## src/rtl/regfile_pkg.sv

```systemverilog
// Shared register-file definitions: sizes, the hardwired-zero address and
// the address/data types used by the decode, ALU and control blocks.
package regfile_pkg;

  localparam int DATA_W   = 32;
  localparam int ADDR_W   = 5;
  localparam int NUM_REGS = 32;

  localparam logic [ADDR_W-1:0] ZERO_REG = 5'd0;

  typedef logic [ADDR_W-1:0] reg_addr_t;
  typedef logic [DATA_W-1:0] reg_data_t;

endpackage

```

## src/rtl/reg_word.sv

```systemverilog
// One storage word of the register file: loads d when en is high at the
// rising clock edge and clears to zero asynchronously while rst_n is low.
module reg_word #(
  parameter int W = 32
) (
  input  logic         clk,
  input  logic         rst_n,
  input  logic         en,
  input  logic [W-1:0] d,
  output logic [W-1:0] q
);

  logic [W-1:0] word_d;
  logic [W-1:0] word_q;

  // Next-state select: take the write data on enable, otherwise hold.
  always_comb begin
    if (en) begin
      word_d = d;
    end else begin
      word_d = word_q;
    end
  end

  // Storage flop with asynchronous clear.
  always_ff @(posedge clk or negedge rst_n) begin
    if (!rst_n) begin
      word_q <= '0;
    end else begin
      word_q <= word_d;
    end
  end

  assign q = word_q;

endmodule

```

## src/rtl/regfile_2r1w.sv

```systemverilog
// 32 x 32 register file with two combinational read ports and one
// synchronous write port. Entry 0 has no storage and always reads zero.
// With BYPASS=1 a read of the register being written this cycle returns
// the incoming write data instead of the stored value.
module regfile_2r1w
  import regfile_pkg::*;
#(
  parameter int DATA_W = 32,
  parameter int ADDR_W = 5,
  parameter int BYPASS = 0
) (
  input  logic              clock,
  input  logic              ctrl_reset_n,
  input  logic              ctrl_writeEnable,
  input  logic [ADDR_W-1:0] ctrl_writeReg,
  input  logic [DATA_W-1:0] data_writeReg,
  input  logic [ADDR_W-1:0] ctrl_readRegA,
  input  logic [ADDR_W-1:0] ctrl_readRegB,
  output logic [DATA_W-1:0] data_readRegA,
  output logic [DATA_W-1:0] data_readRegB
);

  localparam int NUM_ENTRIES = 2 ** ADDR_W;

  // Entry 0 has no storage, so the decode and enables only cover 1..N-1;
  // a write aimed at address 0 therefore has nowhere to land.
  logic [NUM_ENTRIES-1:1] wsel_onehot_s;
  logic [NUM_ENTRIES-1:1] we_s;
  logic [DATA_W-1:0]      regs_s [NUM_ENTRIES];
  logic                   wr_live_s;
  logic                   byp_a_s;
  logic                   byp_b_s;
  logic [DATA_W-1:0]      rd_a_s;
  logic [DATA_W-1:0]      rd_b_s;

  // One-hot write-address decode for the storage entries.
  always_comb begin
    wsel_onehot_s = '0;
    for (int i = 1; i < NUM_ENTRIES; i++) begin
      wsel_onehot_s[i] = (ctrl_writeReg == ADDR_W'(i));
    end
  end

  // Per-register write enable: strobe qualified by the decoded select.
  always_comb begin
    we_s = wsel_onehot_s & {(NUM_ENTRIES-1){ctrl_writeEnable}};
  end

  assign regs_s[0] = '0;

  for (genvar g = 1; g < NUM_ENTRIES; g++) begin : g_word
    reg_word #(
      .W (DATA_W)
    ) u_word (
      .clk   (clock),
      .rst_n (ctrl_reset_n),
      .en    (we_s[g]),
      .d     (data_writeReg),
      .q     (regs_s[g])
    );
  end

  // A write that will actually land this cycle: out of reset, strobed, and
  // not aimed at the hardwired-zero entry.
  always_comb begin
    if (ctrl_reset_n && ctrl_writeEnable &&
        (ctrl_writeReg != ADDR_W'(ZERO_REG))) begin
      wr_live_s = 1'b1;
    end else begin
      wr_live_s = 1'b0;
    end
  end

  // Bypass hit detection per read port; never active when BYPASS is 0.
  always_comb begin
    if ((BYPASS != 0) && wr_live_s) begin
      byp_a_s = (ctrl_readRegA == ctrl_writeReg);
      byp_b_s = (ctrl_readRegB == ctrl_writeReg);
    end else begin
      byp_a_s = 1'b0;
      byp_b_s = 1'b0;
    end
  end

  // Read port A: 32:1 mux of register outputs, overridden by the bypass.
  always_comb begin
    if (byp_a_s) begin
      rd_a_s = data_writeReg;
    end else begin
      rd_a_s = regs_s[ctrl_readRegA];
    end
  end

  // Read port B: 32:1 mux of register outputs, overridden by the bypass.
  always_comb begin
    if (byp_b_s) begin
      rd_b_s = data_writeReg;
    end else begin
      rd_b_s = regs_s[ctrl_readRegB];
    end
  end

  assign data_readRegA = rd_a_s;
  assign data_readRegB = rd_b_s;

endmodule

```

## config.mk

```make
export PLATFORM = sky130hd
export DESIGN_NAME = regfile_2r1w
export DESIGN_NICKNAME = d
export VERILOG_FILES = /design/src/rtl/regfile_pkg.sv /design/src/rtl/reg_word.sv /design/src/rtl/regfile_2r1w.sv
export SDC_FILE = /design/constraint.sdc
export NUM_CORES = 2
export LEC_CHECK = 0
export CORE_UTILIZATION = 30
export DETAILED_ROUTE_END_ITERATION = 16
export HOLD_SLACK_MARGIN = 0.05
export MAX_ROUTING_LAYER = met4
export SLEW_MARGIN = 20
export SYNTH_ARGS = -nofsm -noshare
export SYNTH_HDL_FRONTEND = slang
export SYNTH_SLANG_ARGS = --single-unit
```

## constraint.sdc

```tcl
create_clock -name clock -period 2.7 [get_ports clock]
set_input_delay 0.405 -clock clock [delete_from_list [all_inputs] [get_ports clock]]
set_output_delay 0.405 -clock clock [all_outputs]
set_load 0.02 [all_outputs]
```

==> results.json <==
{
  "clock_sinks": 992,
  "synth_commonest_cells": "mux2_2 (1016), dfrtp_1 (992), mux4_2 (384), clkbuf_1 (213)",
  "grt_pass1_vias": 37100,
  "drc": 0,
  "yosys.area.top_type_share": 0.466,
  "synth-compound-area-share": 0.0632,
  "crit_chain": "mux4_2, a22o_1, o21ai_2, o31ai_2, buf_4, buf_6",
  "largest_reg_flops": 992,
  "ys_ff_latch": 992,
  "nets": 3962,
  "setup_viol": 61,
  "coreArea_mm2": 0.176,
  "cts_made_buffers": 108,
  "cpPeakStageDelay_ns": 0.47,
  "drv_cap": 0,
  "fmax_mhz": 352,
  "h-tree-depth": 3,
  "port_buffers": 113,
  "routed.top_layer": "met4",
  "drt_iter0_markers": 2620,
  "whs_ns": 0.220,
  "cpLargestDelayFamily": "compound AO/OA/AOI/OAI gates",
  "fin_crit_sh": 1.05,
  "setup_tns_ns": -3.55,
  "met3WireLength_um": 7860,
  "finalHoldViolCount": 0,
  "cp.arrival_ns": 2.44,
  "synth_cell_type_count": 30,
  "max_slew.worst_pin.slew_ns": 1.08,
  "clk_pin_slew_worst_paths_ns": 0.06,
  "io_pins": 114,
  "design_area_mm2": 0.0661,
  "cts_tree": "yes",
  "ir_drop_v": 0.000499,
  "synth_ff_type": "dfrtp_1",
  "wire_per_inst_um": 27.8,
  "synth_top_cell_by_area": "dfrtp_1",
  "synthesis.nets": 3655,
  "grt_usage": 0.202,
  "violations": "negative setup slack",
  "synth_top_family_by_area": "multiplexers",
  "ant_nets": 0,
  "setup.worst_path.end_class": "output pin",
  "gp_congestion": 0.851,
  "yosysWarnings": 0,
  "area_growth_pct": 24.2,
  "crit_path_start_kind": "register",
  "hold_path_class": "in -> async",
  "place_area_mm2": 0.0611,
  "wl_met2_um": 87900,
  "cts_buffer_depth": 3,
  "total_power_w": 0.0456,
  "leakagePower_nw": 28.3,
  "relSlewSlack": 0.280,
  "cts_root_buffer": "clkbuf_16",
  "avgSynthCellArea_um2": 14.8,
  "cp.buffers_inverters": 2,
  "powerDensity_mw_per_mm2": 690,
  "synth_mux_area_frac": 0.422,
  "layout_setup_ws_ns": -0.141,
  "outcome": "finished, violations left",
  "fin_crit_ns": 2.84,
  "crit_path_top_delay_cell": "mux4_2",
  "final_core_util": 0.376,
  "place.detailed.hpwl_um": 120000,
  "drive_gt1_frac": 0.578,
  "async_reset_ff_frac": 1.00,
  "vias_per_cell": 5.52,
  "routed_wl_um": 176000,
  "crit_type": "reg -> out",
  "antenna_found_initial": 4,
  "syn_area_mm2": 0.0532,
  "finalMaxSlewViolations": 0,
  "drt_pre_antenna_iters": 5,
  "met1_length_um": 73000,
  "dieArea_mm2": 0.179,
  "synthAdderAreaFrac": 0,
  "skew_ns": 0,
  "die_w_um": 423,
  "r2r-start": "g_word[27].u_word.q[0]",
  "grt_max_degree": 99,
  "synth_area_leaders": "dfrtp_1 (47%), mux2_2 (21%), mux4_2 (16%), mux2i_1 (3.6%), a22o_1 (3.2%)",
  "initial_utilization": 0.302,
  "rsz0062_at_grt": "true",
  "synth_edf_count": 0,
  "die_h_um": 423,
  "critPathRequiredTime_ns": 2.30,
  "ys_seq_area_frac": 0.466,
  "vias": 35000,
  "crit_path_max_fanout": 3,
  "grt_overflow": 0,
  "synth.most_common_cell": "mux2_2",
  "cp-startpoint": "g_word[29].u_word.q[0]",
  "clock_latency_ns": 0.73,
  "synth-xor-area-share": 0,
  "grt_pass1_wl_um": 261000,
  "synth-simple-area-share": 0.0136,
  "synthCells": 3605,
  "rows": 154
}
## area by class of cell
| cell class | count | area, um2 |
|---|---|---|
| clock buffers | 165 | 3190 |
| diodes | 3 | 7.51 |
| repair buffers | 603 | 6890 |
| clock inverters | 31 | 320 |
| well taps | 2340 | 2930 |
| inverters | 2 | 7.51 |
| fillers | 16600 | 110000 |
| multi-input cells | 2205 | 28000 |
| flip-flops and latches | 992 | 24800 |
## metrics by stage
step	setup WS (ns)	instances
2_1_floorplan	0.282	3605
3_3_place_gp	-0.708	6138
3_5_place_dp	-0.634	6138
4_1_cts	-0.217	6331
5_1_grt	-0.217	6341
6_report	-0.141	6341
## cell usage in the layout (no fill, tap or decap), types with 4 or more instances in the layout
master           synthesis  layout
bufinv_16                0       5
clkinvlp_4               0       4
nor2b_4                  0       8
o22ai_1                 64      64
mux2i_1                192     192
nand2_2                  0      13
buf_6                    6      65
o21ai_4                  0      21
o31ai_4                  0      49
inv_6                    0       5
clkbuf_16                0     109
mux2_1                  40      40
clkbuf_1               213      30
buf_12                   0     149
clkdlybuf4s50_1          0      38
mux2_2                1016    1016
dfrtp_1                992     992
o21ai_2                  0      32
clkinv_2                 0      16
a211oi_1                64      49
o31ai_2                  0      13
and2_1                  66      64
o21ai_1                 64      11
a22o_1                 192     188
a211oi_2                 0      15
buf_16                   0       4
mux4_2                 384     384
a22o_4                   0       4
clkbuf_8                 0      27
nor2_4                   0      14
buf_8                    0       5
buf_4                   29     337
## cell families (layout without fill, tap and decap cells)
kind of cell / count (synthesis) / after routing
muxes: 1632 / 1632
and+or+nand+nor: 125 / 125
DFF: 992 / 992
buffers and inverters: 408 / 801
other: 0 / 3
AOI/OAI and AO/OA: 448 / 448
## report_power, final
part	leakage [nW]	internal, W	switching (W)
Sequential	12.7	0.0178	0.00209
Clock	1.72	0.00857	0.00628
Combinational	13.9	0.00645	0.00443
## path summary, 6_finish.rpt
check                                          endpoint  slack (ns)  cells after the start
worst min-delay path             g_word[9].u_word.q[28]        0.22                      2
worst max register to register   g_word[27].u_word.q[0]        1.79                      2
min in group clock              g_word[20].u_word.q[11]        0.51                      1
max in group asynchronous       g_word[14].u_word.q[12]        1.42                      3
worst max-delay path                   data_readRegA[0]       -0.14                      6
worst min register to register  g_word[20].u_word.q[11]        0.51                      1
## per-layer routing
metal,up-vias,global-route usage
met3,316,0.0267
li1,14700,-
met5,-,-
met4,0,0.0832
met1,19100,0.250
met2,971,0.332
## what timing repair did
| item | CTS | global route |
|---|---|---|
| hold endpoints to repair | 51 | 0 |
| buffers inserted | 13 | 8 |
| gates resized for setup | 429 | 41 |
| cloned | 1 | 1 |
| hold buffers | 1 | 0 |
| pin swaps | 134 | 76 |
| setup endpoints to repair | 64 | 64 |
Power figures use the tool's default switching activity.
